## src/rtl/serial_sub_ctrl_pkg.sv

```systemverilog
// Shared types and constants for the bit-serial subtractor controller.
package serial_sub_ctrl_pkg;

   localparam int DEF_WIDTH = 8;

   typedef enum logic [1:0] {
      IDLE  = 2'd0,
      SHIFT = 2'd1,
      DONE  = 2'd2
   } state_t;

endpackage

```

## src/rtl/serial_sub_ctrl_if.sv

```systemverilog
// Host-side handshake and operand/result bus for serial_sub_ctrl.
interface serial_sub_ctrl_if #(parameter int WIDTH = serial_sub_ctrl_pkg::DEF_WIDTH);

   logic             start;
   logic [WIDTH-1:0] a;
   logic [WIDTH-1:0] b;
   logic             bin;
   logic             busy;
   logic             done;
   logic [WIDTH-1:0] diff;
   logic             bout;

   modport master (output start, a, b, bin, input busy, done, diff, bout);
   modport slave  (input start, a, b, bin, output busy, done, diff, bout);

endinterface

```

## src/rtl/serial_sub_ctrl_fs_cell.sv

```systemverilog
// Combinational 1-bit full subtractor: d = m - n - bin, bout = borrow out.
module fs_cell (
   input  logic m,
   input  logic n,
   input  logic bin,
   output logic d,
   output logic bout
);

   assign d    = m ^ n ^ bin;
   assign bout = (n & bin) | (~m & bin) | (~m & n);

endmodule

```

## src/rtl/serial_sub_ctrl.sv

```systemverilog
// Bit-serial A - B - BIN, LSB first; WIDTH cycles busy, then a one-cycle done.
// start is only accepted in IDLE or DONE; requests while busy are dropped.
module serial_sub_ctrl
   import serial_sub_ctrl_pkg::*;
#(
   parameter int WIDTH = DEF_WIDTH
) (
   input  logic             clk,
   input  logic             rst,
   serial_sub_ctrl_if.slave bus
);

   localparam int CW = $clog2(WIDTH);

   state_t           state;
   state_t           state_nxt;
   logic [CW-1:0]    cnt;
   logic [WIDTH-1:0] a_sh;
   logic [WIDTH-1:0] b_sh;
   logic [WIDTH-1:0] d_sh;
   logic [WIDTH-1:0] d_next;
   logic [WIDTH-1:0] diff_q;
   logic             brw;
   logic             bout_q;
   logic             cell_d;
   logic             cell_bo;
   logic             accept;
   logic             last;
   logic             busy_c;
   logic             done_c;

   fs_cell u_cell (
      .m    (a_sh[0]),
      .n    (b_sh[0]),
      .bin  (brw),
      .d    (cell_d),
      .bout (cell_bo)
   );

   assign d_next = {cell_d, d_sh[WIDTH-1:1]};

   always_ff @(posedge clk or posedge rst) begin
      if (rst) state <= IDLE;
      else     state <= state_nxt;
   end

   always_comb begin
      state_nxt = state;
      case (state)
         IDLE:    if (bus.start) state_nxt = SHIFT;
         SHIFT:   if (last)      state_nxt = DONE;
         DONE:    state_nxt = bus.start ? SHIFT : IDLE;
         default: state_nxt = IDLE;
      endcase
   end

   // busy/done decode straight from the state flops, so they stay registered.
   always_comb begin
      accept = 1'b0;
      last   = 1'b0;
      busy_c = 1'b0;
      done_c = 1'b0;
      case (state)
         IDLE:  accept = bus.start;
         SHIFT: begin
            busy_c = 1'b1;
            last   = (cnt == CW'(WIDTH - 1));
         end
         DONE: begin
            done_c = 1'b1;
            accept = bus.start;
         end
         default: ;
      endcase
   end

   always_ff @(posedge clk or posedge rst) begin
      if (rst) begin
         cnt    <= '0;
         a_sh   <= '0;
         b_sh   <= '0;
         d_sh   <= '0;
         brw    <= 1'b0;
         diff_q <= '0;
         bout_q <= 1'b0;
      end else if (accept) begin
         cnt  <= '0;
         a_sh <= bus.a;
         b_sh <= bus.b;
         brw  <= bus.bin;
         d_sh <= '0;
      end else if (state == SHIFT) begin
         a_sh <= a_sh >> 1;
         b_sh <= b_sh >> 1;
         brw  <= cell_bo;
         d_sh <= d_next;
         // Counter holds on the last bit so it never reaches WIDTH.
         if (last) begin
            diff_q <= d_next;
            bout_q <= cell_bo;
         end else begin
            cnt <= cnt + CW'(1);
         end
      end
   end

   assign bus.busy = busy_c;
   assign bus.done = done_c;
   assign bus.diff = diff_q;
   assign bus.bout = bout_q;

endmodule

```

## src/flat_wrapper.sv

```systemverilog
// flat-port wrapper written by rule: the top's interface ports become plain ports
module serial_sub_ctrl_flat import serial_sub_ctrl_pkg::*;
#(
   parameter int WIDTH = DEF_WIDTH
)
  (clk, rst, bus_start, bus_a, bus_b, bus_bin, bus_busy, bus_done, bus_diff, bus_bout);
  serial_sub_ctrl_if #(.WIDTH(WIDTH)) bus_i ();
  input  logic clk;
  input  logic rst;
  input wire logic [$bits(bus_i.start)-1:0] bus_start;
  input wire logic [$bits(bus_i.a)-1:0] bus_a;
  input wire logic [$bits(bus_i.b)-1:0] bus_b;
  input wire logic [$bits(bus_i.bin)-1:0] bus_bin;
  output wire logic [$bits(bus_i.busy)-1:0] bus_busy;
  output wire logic [$bits(bus_i.done)-1:0] bus_done;
  output wire logic [$bits(bus_i.diff)-1:0] bus_diff;
  output wire logic [$bits(bus_i.bout)-1:0] bus_bout;
  assign bus_i.start = bus_start;
  assign bus_i.a = bus_a;
  assign bus_i.b = bus_b;
  assign bus_i.bin = bus_bin;
  assign bus_busy = bus_i.busy;
  assign bus_done = bus_i.done;
  assign bus_diff = bus_i.diff;
  assign bus_bout = bus_i.bout;
  serial_sub_ctrl #(.WIDTH(WIDTH)) u_core (.clk(clk), .rst(rst), .bus(bus_i));
endmodule
```

## config.mk

```make
export PLATFORM = sky130hd
export DESIGN_NAME = serial_sub_ctrl_flat
export DESIGN_NICKNAME = d
export VERILOG_FILES = /design/src/rtl/serial_sub_ctrl_pkg.sv /design/src/rtl/serial_sub_ctrl_if.sv /design/src/rtl/serial_sub_ctrl_fs_cell.sv /design/src/rtl/serial_sub_ctrl.sv /design/src/flat_wrapper.sv
export SDC_FILE = /design/constraint.sdc
export NUM_CORES = 1
export LEC_CHECK = 0
export BUFFER_PORTS_ARGS = -buffer_cell sky130_fd_sc_hd__buf_4
export CAP_MARGIN = 10
export CORE_MARGIN = 2
export CORE_UTILIZATION = 55
export DETAILED_ROUTE_END_ITERATION = 12
export GPL_ROUTABILITY_DRIVEN = 0
export HOLD_SLACK_MARGIN = 0.06
export PLACE_DENSITY = 0.85
export SETUP_SLACK_MARGIN = 0.3
export SLEW_MARGIN = 5
export SYNTH_ARGS = -nofsm -noshare
export SYNTH_HDL_FRONTEND = slang
export SYNTH_HIERARCHICAL = 1
export SYNTH_SLANG_ARGS = --single-unit
```

## constraint.sdc

```tcl
create_clock -name clk -period 2.11 [get_ports clk]
set_input_delay 0.633 -clock clk [delete_from_list [all_inputs] [get_ports clk]]
set_output_delay 0.633 -clock clk [all_outputs]
set_load 0.01 [all_outputs]
```

Yosys cells after proc, flatten, opt, wreduce, memory -nomap -nowiden
Cells that the tools add are included.
W data, S select, Z words.
{"block": "totals", "mem_bits_rw": 0, "wordCells": 49, "register_bits": 39, "n_memories": 0, "latch_bits": 0, "rom_bits": 0}
{"block": "op_classes", "n_lt_le_gt_ge": 0, "reduce_logical": 6, "eq_ne": 6, "n_addsub": 1, "shift": 0, "mux": 19, "n_mul": 0, "n_div": 0, "bitwise_logic": 9}
{"operator": "$mux W8", "n": 6}
{"operator": "$mux W3", "n": 3}
{"operator": "$mux W1", "n": 7}
{"operator": "$pmux W2 S3", "n": 1}
{"operator": "$mux W2", "n": 2}
{"operator": "$ne A2 B1 Y1 const B", "n": 2}
{"operator": "$reduce_and A2 Y1", "n": 2}
{"operator": "$add A3 B1 Y3 const B", "n": 1}
{"operator": "$and A1 B1 Y1", "n": 3}
{"operator": "$eq A3 B3 Y1 const B", "n": 1}
{"operator": "$reduce_and A3 Y1", "n": 1}
{"operator": "$eq A2 B1 Y1 const B", "n": 1}
{"operator": "$eq A2 B2 Y1 const B", "n": 1}
{"operator": "$logic_not A2 Y1", "n": 1}
{"operator": "$ne A2 B2 Y1 const B", "n": 1}
{"operator": "$not A1 Y1", "n": 2}
{"operator": "$or A1 B1 Y1", "n": 2}
{"operator": "$reduce_bool A2 Y1", "n": 1}
{"operator": "$reduce_or A2 Y1", "n": 1}
{"operator": "$xor A1 B1 Y1", "n": 2}

Depth between registers and ports, before layout
{"block": "logic_depth", "word_depth": 6, "depth_mapped": 5}

Modules after synthesis
Netlist, hierarchy kept.
{"module": "serial_sub_ctrl", "area_each_um2": 1752.9, "seq_area_each_um2": 950.9, "n_inst": 1, "cells_per_inst": 136}
{"module": "fs_cell", "area_each_um2": 27.5, "seq_area_each_um2": 0.0, "n_inst": 1, "cells_per_inst": 3}

Worst setup path before layout
OpenSTA, ideal clock, no wires.
{"block": "synth_path", "path_kind": "flip-flop to flip-flop", "from": "reg u_core.a_sh[0]", "to": "reg u_core.d_sh[7]", "arrival_ns": 1.370, "slack_ns": 0.619, "stages_incl_launch_ff": 6, "n_path_buf": 0, "path_cell_list": "dfrtp_1 -> inv_1 -> fa_1 -> inv_1 -> mux2_2 -> a22o_2"}
{"block": "synth_between", "elab_chain_len": 4}
{"item": "start, declared", "line_no": "serial_sub_ctrl.sv:18", "text": "logic [WIDTH-1:0] a_sh;"}
{"item": "start signal, assigned", "line_no": "serial_sub_ctrl.sv:88", "text": "a_sh <= bus.a;"}
{"item": "start signal, assigned", "line_no": "serial_sub_ctrl.sv:93", "text": "a_sh <= a_sh >> 1;"}
{"item": "$xor A1 B1 Y1 (2 in a row)", "line_no": "serial_sub_ctrl_fs_cell.sv:10", "text": "assign d = m ^ n ^ bin;"}
{"item": "named net u_core.cell_d", "line_no": "serial_sub_ctrl.sv:25", "text": "logic cell_d;"}
{"item": "$mux W8", "line_no": "serial_sub_ctrl.sv:92", "text": "end else if (state == SHIFT) begin"}
{"item": "$mux W8", "line_no": "serial_sub_ctrl.sv:86", "text": "end else if (accept) begin"}
{"item": "end signal, assigned", "line_no": "serial_sub_ctrl.sv:96", "text": "d_sh <= d_next;"}
{"item": "end, declared", "line_no": "serial_sub_ctrl.sv:20", "text": "logic [WIDTH-1:0] d_sh;"}
The timed path passes the listed nets, and every way through them passes these cells. The select of a mux whose other input is x is not followed.
A chain may end at the register's enable or synchronous reset.

Worst setup path in the final report
{"block": "layout_path", "from": "reg u_core.state[1]", "to": "out bus_done"}
{"block": "layout_between", "elab_chain_len": 2}
{"item": "start, declared", "line_no": "serial_sub_ctrl.sv:15", "text": "state_t state;"}
{"item": "start signal, assigned", "line_no": "serial_sub_ctrl.sv:44", "text": "else state <= state_nxt;"}
{"item": "$eq A2 B2 Y1", "line_no": "serial_sub_ctrl.sv:63", "text": "case (state)"}
{"item": "$mux W1", "line_no": "serial_sub_ctrl.sv:63"}
{"item": "end, declared", "line_no": "flat_wrapper.sv:15", "text": "output wire logic [$bits(bus_i.done)-1:0] bus_done;"}
No other way between the ends.

==> flow_summary.json <==
{
  "final_cell_mix": "buf_4 (37), dfrtp_1 (37), inv_1 (18)",
  "via_count": 1214,
  "crit_chain": "buf_6 -> nor2b_4 -> buf_6",
  "cts_tree": "built",
  "tightest_slew_ps": 457.8,
  "clkLatencyLatePin_ps": 360,
  "drv_slew": 0,
  "antennaDiodeCount": 0,
  "syn-num-nets": 162,
  "crit_type": "flip-flop to output pin",
  "cts_root_buf": "clkbuf_4",
  "syn_area_um2": 1780,
  "irDropWorstVdd_mv": 0.7870,
  "synthFlopType": "dfrtp_1",
  "muxShareOfSynthArea": 0.1251,
  "routedWlPerCell_um": 15.03,
  "drv_cap": 0,
  "synth_edf_count": 0,
  "finClkSkew_ps": 9.272,
  "drc": 0,
  "cts.sinks": 38,
  "rows": 20,
  "power.density_nw_per_um2": 1440,
  "period_minus_slack_ps": 1788,
  "core_area_um2": 3078,
  "syn_inst": 139,
  "syn_avg_cell_area_um2": 12.81,
  "drt_iter0_drc": 36,
  "yosysWarnings": 6,
  "grt_max_degree": 39,
  "end_kind": "output pin",
  "io_buffers": 30,
  "post-route-util": 0.7073,
  "worst_ep_required_time_ps": 1480,
  "start_util": 0.5785,
  "num_io_pins": 31,
  "track_usage": 0.2138,
  "period_share": 0.8473,
  "vias_per_cell": 5.396,
  "clk_pin_slew_ps": 120,
  "worst_path_largest_cell_delay_ps": 430,
  "grt_pass1_wl_mm": 5.499,
  "ant_nets": 0,
  "dieWidth_um": 60.90,
  "status": "complete, no violations",
  "cts_buffer_depth": 2,
  "fmax_mhz": 559.3,
  "crit_top_cell": "buf_6",
  "yosys.area.top_type": "dfrtp_1",
  "crit_path_start_kind": "flip-flop",
  "fin_nets": 203,
  "htreeDepth": 2,
  "netlist.area_leader.share": 0.5341,
  "dp_hpwl_mm": 2.221,
  "post_synth_num_cell_types": 34,
  "setup_violations": 0,
  "dieHeight_um": 60.90,
  "yosysSeqAreaShare": 0.5341,
  "hp-class": "input port to asynchronous set/reset pin",
  "grt_overflow": 0,
  "dpl_cell_area_um2": 2039,
  "yosys.area_share.adder": 0.02530,
  "grt_pass1_vias": 1169,
  "crit_arrival_ps": 1150,
  "crit_slowest_cell": "dfrtp_1",
  "synth-compound-area-share": 0.1933,
  "fin_tns_setup_ps": 0,
  "async_reset_ff_frac": 1.000,
  "worst_hold_slack_ps": 379.1,
  "crit_fanout": 3,
  "synth_xor_xnor_area_share": 0.004919,
  "synth_top_family_by_area": "compound AO/OA/AOI/OAI gates",
  "antenna_found_initial": 0,
  "yosys.area_share.simple": 0.04849,
  "hold_violations": 0,
  "synth.top_cells.by_area": "dfrtp_1 (53%), mux2_4 (7.6%), a21oi_2 (4.9%), o22ai_1 (4.6%), a22o_2 (4.5%)",
  "leakage_nw": 1.110,
  "drt-total-wl_mm": 3.381,
  "crit_family": "flip-flops",
  "synth_seq_cells": 38,
  "dr.pass1.iters": 4,
  "hold_buffers": 0,
  "cp.buffers_inverters": 2,
  "cts_made_buffers": 5,
  "drive_gt1_frac": 0.4972,
  "die_area_um2": 3708,
  "area_delta_synth_final_pct": 22.28,
  "relSlewSlack": 0.6948,
  "rsz0062_at_grt": "true",
  "final_area_um2": 2177
}
[layer usage]
layer / track usage / share of wire / up-vias / wire (um)
met5: 0 / 0 / - / 0
met4: 0.09317 / 0.021 / 0 / 70
met3: 0.07676 / 0.046 / 7 / 156
met2: 0.3072 / 0.50 / 28 / 1707
met1: 0.2941 / 0.43 / 606 / 1445
li1: - / - / 573 / -
[worst paths after layout]
check,from,end,slack (ps),cells past startpoint
setup / recovery,u_core/state[1]$_DFFE_PP0P_,bus_done,320,3
hold / removal,rst,u_core/a_sh[0]$_DFFE_PP0P_,380,3
setup reg to reg,u_core/cnt[0]$_DFFE_PP0P_,u_core/cnt[1]$_DFFE_PP0P_,540,5
hold reg to reg,u_core/cnt[2]$_DFFE_PP0P_,u_core/cnt[2]$_DFFE_PP0P_,510,1
max in group asynchronous,rst,u_core/state[0]$_DFFE_PP0P_,1380,3
min in group clk,bus_a[7],u_core/a_sh[7]$_DFFE_PP0P_,480,2
[cell families (layout without fill, tap and decap cells)]
kind of cell               after synthesis  count (layout)
muxes                                   17              17
xor gates and xnor gates                 1               1
AOI/OAI and AO/OA                       44              44
DFF                                     38              38
and+or+nand+nor                         11              11
buffers and inverters                   25              67
adders and majority gates                3               3
[layout make-up]
cell class	count	area, um2
flip-flops and latches	38	952.2
fillers	211	900.9
multi-input cells	76	719.4
repair buffers	40	312.8
inverters	19	73.82
well taps	44	55.05
clock buffers	6	51.30
clock inverters	2	12.51
[power breakdown]
part / total [mW] / switching, mW / internal (mW)
clock network: 0.406 / 0.246 / 0.160
logic: 1.44 / 0.657 / 0.782
registers: 1.29 / 0.234 / 1.05
total: 3.13 / 1.14 / 2.00
[cells in the mapped netlist, types with 2 or more instances]
master and count:
a32o_1 2, o21ai_0 2, mux2_2 6, a22o_2 8
mux2_4 9, mux2i_1 2, dfrtp_1 38, o22ai_1 13
ha_1 2, a21oi_2 10, a21oi_1 5, inv_1 18
buf_4 3
[metrics by stage]
stage	setup slack, ps	cells	total power [mW]
after floorplan	616.1	139	2.290
after global placement	592.2	211	2.552
after detailed placement	556.6	211	2.635
after CTS	305.8	222	3.094
after global routing	274.7	225	3.374
final	322.1	225	3.134
[sequential cells by signal, indices dropped and copies added, names as in the netlist]
register         count
u_core/d_sh          7
u_core/state         2
u_core/a_sh          8
u_core/b_sh          8
u_core/cnt           3
u_core/brw           1
u_core/bus.bout      1
u_core/bus.diff      8
[timing repair]
action	4_1_cts	5_1_grt
resized for setup	6	0
setup buffers	3	3
setup endpoints to repair	2	2
endpoints found under the hold margin	0	0
[worst reg2reg max path: stages (launching register included)]
cell and delay [ps]:
dfrtp_1 420, ha_1 220, ha_1 230, nor2_1 240
a21oi_1 150, a32o_1 210
Note: power is estimated with default switching activity, not from simulation.
